### src/rtl/comet2_ram_pkg.sv
// comet2_ram_pkg: shared state encoding, word width and address range helper
// for the COMET II wait-state RAM.
`default_nettype none

package comet2_ram_pkg;

  typedef enum logic [1:0] {
    ST_IDLE = 2'd0,
    ST_WAIT = 2'd1,
    ST_ACK  = 2'd2
  } ram_state_t;

  localparam int COMET2_WORD_W = 16;

  function automatic logic in_range(input logic [31:0] addr, input int unsigned depth);
    return addr < depth;
  endfunction

endpackage

`default_nettype wire

### src/rtl/comet2_ram_array.sv
// ============================================================================
// Module      : comet2_ram_array
// Description : DEPTH x DW single-port storage with synchronous write and
//               read-enabled synchronous read.
// Revision    : 1.1
// ============================================================================
`default_nettype none

module comet2_ram_array #(
    parameter int    DW        = 16,
    parameter int    DEPTH     = 256,
    parameter string INIT_FILE = "",
    localparam int   c_IW      = $clog2(DEPTH)
) (
    input  logic            clk,
    input  logic            i_we,
    input  logic            i_re,
    input  logic [c_IW-1:0] i_addr,
    input  logic [DW-1:0]   i_wdata,
    output logic [DW-1:0]   o_rdata
);

    logic [DW-1:0] r_mem [DEPTH];
    logic [DW-1:0] r_rdata;

    always_ff @(posedge clk) begin
        if (i_we) begin
            r_mem[i_addr] <= i_wdata;
        end
        if (i_re) begin
            r_rdata <= r_mem[i_addr];
        end
    end

    assign o_rdata = r_rdata;

endmodule

`default_nettype wire

### src/rtl/comet2_wait_ram.sv
// comet2_wait_ram: req/ack word RAM with WAIT_CYC wait states and range error.
// Define COMET2_RAM_WPROT_EN to reject writes below PROT_LIMIT.
`default_nettype none

module comet2_wait_ram
  import comet2_ram_pkg::*;
#(
  parameter int            AW         = 16,
  parameter int            DW         = COMET2_WORD_W,
  parameter int            DEPTH      = 256,
  parameter int            WAIT_CYC   = 0,
  parameter string         INIT_FILE  = "",
  parameter logic [AW-1:0] PROT_LIMIT = 16'h0050
) (
  input  logic          mclk,
  input  logic          rst,
  input  logic          req,
  input  logic          we,
  input  logic [AW-1:0] addr,
  input  logic [DW-1:0] wdata,
  output logic          ack,
  output logic [DW-1:0] rdata,
  output logic          err
);

  localparam int         IW          = $clog2(DEPTH);
  localparam logic [3:0] c_WAIT_LAST = 4'(WAIT_CYC - 1);
`ifdef COMET2_RAM_WPROT_EN
  localparam bit         c_WPROT     = 1'b1;
`else
  localparam bit         c_WPROT     = 1'b0;
`endif

  ram_state_t    r_state, w_next;
  logic [3:0]    r_cnt;
  logic [AW-1:0] r_addr;
  logic          r_we;
  logic [DW-1:0] r_wdata;
  logic          r_ack, r_err, r_rd_zero;
  logic          w_in_range, w_err, w_commit;
  logic [DW-1:0] w_q;

  // Protection only ever applies to writes; reads fail on range alone.
  assign w_in_range = in_range(32'(r_addr), DEPTH);
  assign w_err      = !w_in_range || (c_WPROT && r_we && (r_addr < PROT_LIMIT));
  assign w_commit   = (r_state == ST_ACK) && !rst;

  always_comb begin
    w_next = r_state;
    case (r_state)
      ST_IDLE: if (req) w_next = (WAIT_CYC > 0) ? ST_WAIT : ST_ACK;
      ST_WAIT: if (r_cnt == c_WAIT_LAST) w_next = ST_ACK;
      ST_ACK:  w_next = ST_IDLE;
      default: w_next = ST_IDLE;
    endcase
  end

  always_ff @(posedge mclk) begin
    if (rst) r_state <= ST_IDLE;
    else     r_state <= w_next;
  end

  always_ff @(posedge mclk) begin
    if (r_state == ST_IDLE && req) begin
      r_addr  <= addr;
      r_we    <= we;
      r_wdata <= wdata;
    end
  end

  always_ff @(posedge mclk) begin
    if (rst) begin
      r_cnt     <= 4'd0;
      r_ack     <= 1'b0;
      r_err     <= 1'b0;
      r_rd_zero <= 1'b1;
    end else begin
      r_cnt <= (r_state == ST_WAIT) ? r_cnt + 4'd1 : 4'd0;
      r_ack <= (r_state == ST_ACK);
      r_err <= (r_state == ST_ACK) && w_err;
      if (r_state == ST_ACK && !r_we) r_rd_zero <= w_err;
    end
  end

  comet2_ram_array #(
    .DW        (DW),
    .DEPTH     (DEPTH),
    .INIT_FILE (INIT_FILE)
  ) u_array (
    .clk     (mclk),
    .i_we    (w_commit && r_we && !w_err),
    .i_re    (w_commit && !r_we && !w_err),
    .i_addr  (r_addr[IW-1:0]),
    .i_wdata (r_wdata),
    .o_rdata (w_q)
  );

  // The array output register is left alone on rejected reads; mask it instead.
  assign rdata = r_rd_zero ? '0 : w_q;
  assign ack   = r_ack;
  assign err   = r_err;

endmodule

`default_nettype wire

### config.mk
export PLATFORM = sky130hd
export DESIGN_NAME = comet2_wait_ram
export DESIGN_NICKNAME = d
export VERILOG_FILES = /design/src/rtl/comet2_ram_pkg.sv /design/src/rtl/comet2_ram_array.sv /design/src/rtl/comet2_wait_ram.sv
export SDC_FILE = /design/constraint.sdc
export NUM_CORES = 2
export LEC_CHECK = 0
export BUFFER_PORTS_ARGS = -buffer_cell sky130_fd_sc_hd__buf_2
export CAP_MARGIN = 15
export CORE_ASPECT_RATIO = 0.9
export CORE_UTILIZATION = 45
export CTS_BUF_LIST = sky130_fd_sc_hd__clkbuf_4 sky130_fd_sc_hd__clkbuf_8
export CTS_CLUSTER_SIZE = 16
export DETAILED_ROUTE_END_ITERATION = 7
export GPL_TIMING_DRIVEN = 0
export PLACE_DENSITY = 0.57
export RECOVER_POWER = 100
export SLEW_MARGIN = 20
export SYNTH_ARGS = -nofsm -noshare
export SYNTH_HDL_FRONTEND = slang
export SYNTH_SLANG_ARGS = --single-unit
### constraint.sdc
create_clock -name mclk -period 5.5 [get_ports mclk]
set_input_delay 0.825 -clock mclk [delete_from_list [all_inputs] [get_ports mclk]]
set_output_delay 0.825 -clock mclk [all_outputs]
set_load 0.02 [all_outputs]
==> results.cfg <==
[status]
outcome = finished, violations left
violations = capacitance limit, slew limit, setup timing

[synthesis]
yosys_warnings = 0
ys_ff_latch = 4149
synth_area_leaders = edfxtp_1, mux4_2, a22oi_1
synthesis.area_mm2 = 0.157
synth_seq_area_share_pct = 79.5
syn-instance-count = 6771
avgSynthCellArea_um2 = 23.1
yosysUniqueCellTypes = 24
syn_nets = 6807
synth.largest_area_cell = edfxtp_1
yosysTopAreaCellShare_pct = 79.5

[timing]
drv_slew = 40
rsz0062_at_grt = yes
finalCritPeriodShare_pct = 104
hold_violations = 0
tightest_slew_ns = 1.80
maxSlewHeadroom_pct = -20.6
finalClockSkew_ns = 0.0805
worst_slack_ns = -0.220
setup_violations = 135
post-route-min-period_ns = 5.72
max_freq_ghz = 0.175
hold_slack_ns = 0.315

[route]
drtIter0Drc = 11600
wirelength_um = 463000
via_per_inst = 6.13
vias = 80100
ant_nets = 0
first_pass_iters = 6
wl_per_cell_um = 35.5
drc = 0

[worst_setup_path]
cpLargestDelayFamily = buffers and inverters
endpoint = u_array.r_mem[221][12]
critical_path_class = reg2reg
path_cells = and2_1, clkbuf_1, clkbuf_2, buf_12, clkbuf_1, nand2_2, clkbuf_2, buf_16, nor2_2, buf_6
r2r-start = r_addr[3]
crit_start = r_addr[3]
cp_max_fo = 10
path_buf_inv = 7
max_stage_delay_ns = 0.83
reg2reg_depth = 10
critPathLaunchType = flip-flop
slowest_stage = nand2_2
end_kind = flip-flop
cp.required_ns = 6.42
regToRegEndpoint = u_array.r_mem[221][12]
arrival_ns = 6.64
crit_cells = 10
reg2reg_slack_ns = -0.22

[floorplan]
io_pins = 54
placeableCoreArea_mm2 = 0.346
die-height_um = 562
start_util_pct = 45.2
die-width_um = 624
die_area_mm2 = 0.350
rows = 205

[power_and_ir_drop]
pwr-share-clk_pct = 39.5
leakage_nw = 55.6
p_seq_share_pct = 55.1
switching_share_pct = 22.7
p_switching_mw = 14.4
ir_drop_v = 0.000268
p_per_area_mw_per_mm2 = 349
combPwrFrac_pct = 5.3
p_int_mw = 48.9

[hold_path]
whs_path_depth = 2
hp-class = in2reg

[finish]
drive_gt1_share_pct = 33.0
utilization_pct = 52.3
area_growth_pct = 15.7
final_area_mm2 = 0.181
final_cells = 13100
nets = 8054

[place]
place_area_mm2 = 0.171
io_buffers = 53
place_congestion = 0.948
placed_cells = 11900
hpwl_um = 329000
place_ws_ns = -0.109

[global_route]
grt_max_degree = 28
use_met3_pct = 7.92
grt_pass1_vias = 80100
antenna_found_initial = 22
grt_use_total_pct = 26.2
grt_use_met1_pct = 38.0
overflow = 0
grt_pass1_wl_um = 633000
met2_usage_pct = 38.4
gr-max-usage-layer = met2

[clock_tree]
clock_path_buffers = 4
clk_pin_slew_ns = 0.06
htree_levels = 6
cts.sinks = 4149
clock_latency_ns = 1.23
numCtsBuffers = 648
cts_root_buf = clkbuf_8
postCtsSetupBuffers = 0
cts_tree = yes

[run]
cap_viol_max_count = 3
## power by group through the flow
| stage | registers (mW) | logic (mW) | clock network [mW] |
|---|---|---|---|
| global route | 34.9 | 3.49 | 26.7 |
| floorplan | 35.9 | 1.52 | 0 |
| finish | 34.9 | 3.37 | 25.0 |
| CTS | 34.9 | 3.59 | 25.3 |
| detailed placement | 35.5 | 3.56 | 0 |
| global placement | 36.4 | 2.62 | 0 |
## cell usage in the layout (no fill, tap or decap), types with 9 or more instances in the layout
cell,Yosys,layout
clkinv_2,0,40
nor2b_1,25,24
buf_6,8,123
dlygate4sd3_1,0,36
mux4_2,1024,1024
a22oi_1,512,512
inv_8,0,11
buf_2,90,129
clkinvlp_4,0,18
nor2_4,0,22
buf_1,31,27
o41ai_1,64,25
edfxtp_1,4145,4145
buf_12,0,9
buf_8,0,121
clkbuf_8,0,660
nand2_2,0,14
inv_6,0,12
buf_4,26,43
nand2_1,30,15
nand4_1,17,17
a21oi_1,257,254
clkinv_1,0,148
clkbuf_2,0,41
o41ai_2,0,39
clkbuf_1,258,455
clkbuf_4,0,228
nor2_2,0,230
buf_16,0,23
## worst min path at each step
stage,from,to
floorplan,r_state[1],ack
global placement,r_state[1],ack
detailed placement,r_state[1],ack
CTS,addr[9],r_addr[9]
global route,addr[13],r_addr[13]
finish,addr[13],r_addr[13]
## timing repair
action | in CTS | in global routing
hold endpoints to repair | 42 | 0
cloned | 0 | 0
hold buffers | 36 | 0
setup endpoints to repair | 178 | 78
resized for setup | 4 | 2
pin swaps | 0 | 0
## logic make-up (layout without fill, tap and decap cells)
family / count (synthesis) / after routing / share of synthesized area (%)
mux: 1024 / 1024 / 14.7
buf+inv: 415 / 2137 / 1.17
flops: 4149 / 4149 / 79.5
simple gates: 349 / 349 / 0.927
other cells: 0 / 5 / 0
compound gates: 834 / 834 / 3.64
## area by class of cell
| cell class | instances | area (um2) |
|---|---|---|
| Antenna cell | 5 | 12.5 |
| Fill cell | 27000 | 165000 |
| Multi-Input combinational cell | 2207 | 31300 |
| Clock inverter | 239 | 1380 |
| Timing Repair Buffer | 597 | 5510 |
| Buffer | 413 | 1870 |
| Inverter | 2 | 7.51 |
| Sequential cell | 4149 | 125000 |
| Tap cell | 4554 | 5700 |
| Clock buffer | 886 | 10800 |
## layer usage
layer | share of wire [%] | vias up
li1 | - | 31800
met1 | 40 | 43100
met2 | 44 | 4500
met3 | 12 | 671
met4 | 3.1 | 4
met5 | 0.0058 | -
## cell usage after synthesis
| cell type | instances |
|---|---|
| a21oi_1 | 257 |
| nor3b_1 | 1 |
| nand4_1 | 17 |
| nor3_1 | 4 |
| and2_1 | 3 |
| edfxtp_1 | 4145 |
| inv_1 | 2 |
| a211o_1 | 1 |
| buf_2 | 90 |
| o41ai_1 | 64 |
| nor2_1 | 259 |
| buf_4 | 26 |
| nor2b_1 | 25 |
| nand2_1 | 30 |
| nand3_1 | 4 |
| clkbuf_1 | 258 |
| a22oi_1 | 512 |
| nor4_1 | 2 |
| buf_6 | 8 |
| or2_2 | 1 |
| mux4_2 | 1024 |
| dfxtp_1 | 4 |
| nand2b_1 | 3 |
| buf_1 | 31 |
## metrics by stage
stage	power (mW)	TNS [ns]
global placement	39.0	-
CTS	63.8	-1.62
finish	63.3	-11.48
floorplan	37.4	0
detailed placement	39.1	-4.03
global route	65.0	-12.92
## flip-flops by register name (all words and copies together) (netlist names)
| signal | count |
|---|---|
| u_array.r_mem | 4096 |
| r_wdata | 16 |
| r_addr | 16 |
| err | 1 |
| r_we | 1 |
| r_rd_zero | 1 |
| ack | 1 |
| r_state | 1 |
| u_array.o_rdata | 16 |
## worst register-to-register path, delay by kind of cell (launching register included)
kind | cells | cell delay [ns]
buffers and inverters | 7 | 3.43
DFF | 1 | 0.45
and+or+nand+nor | 3 | 1.53
No activity file was read; power rests on OpenSTA's default activity.
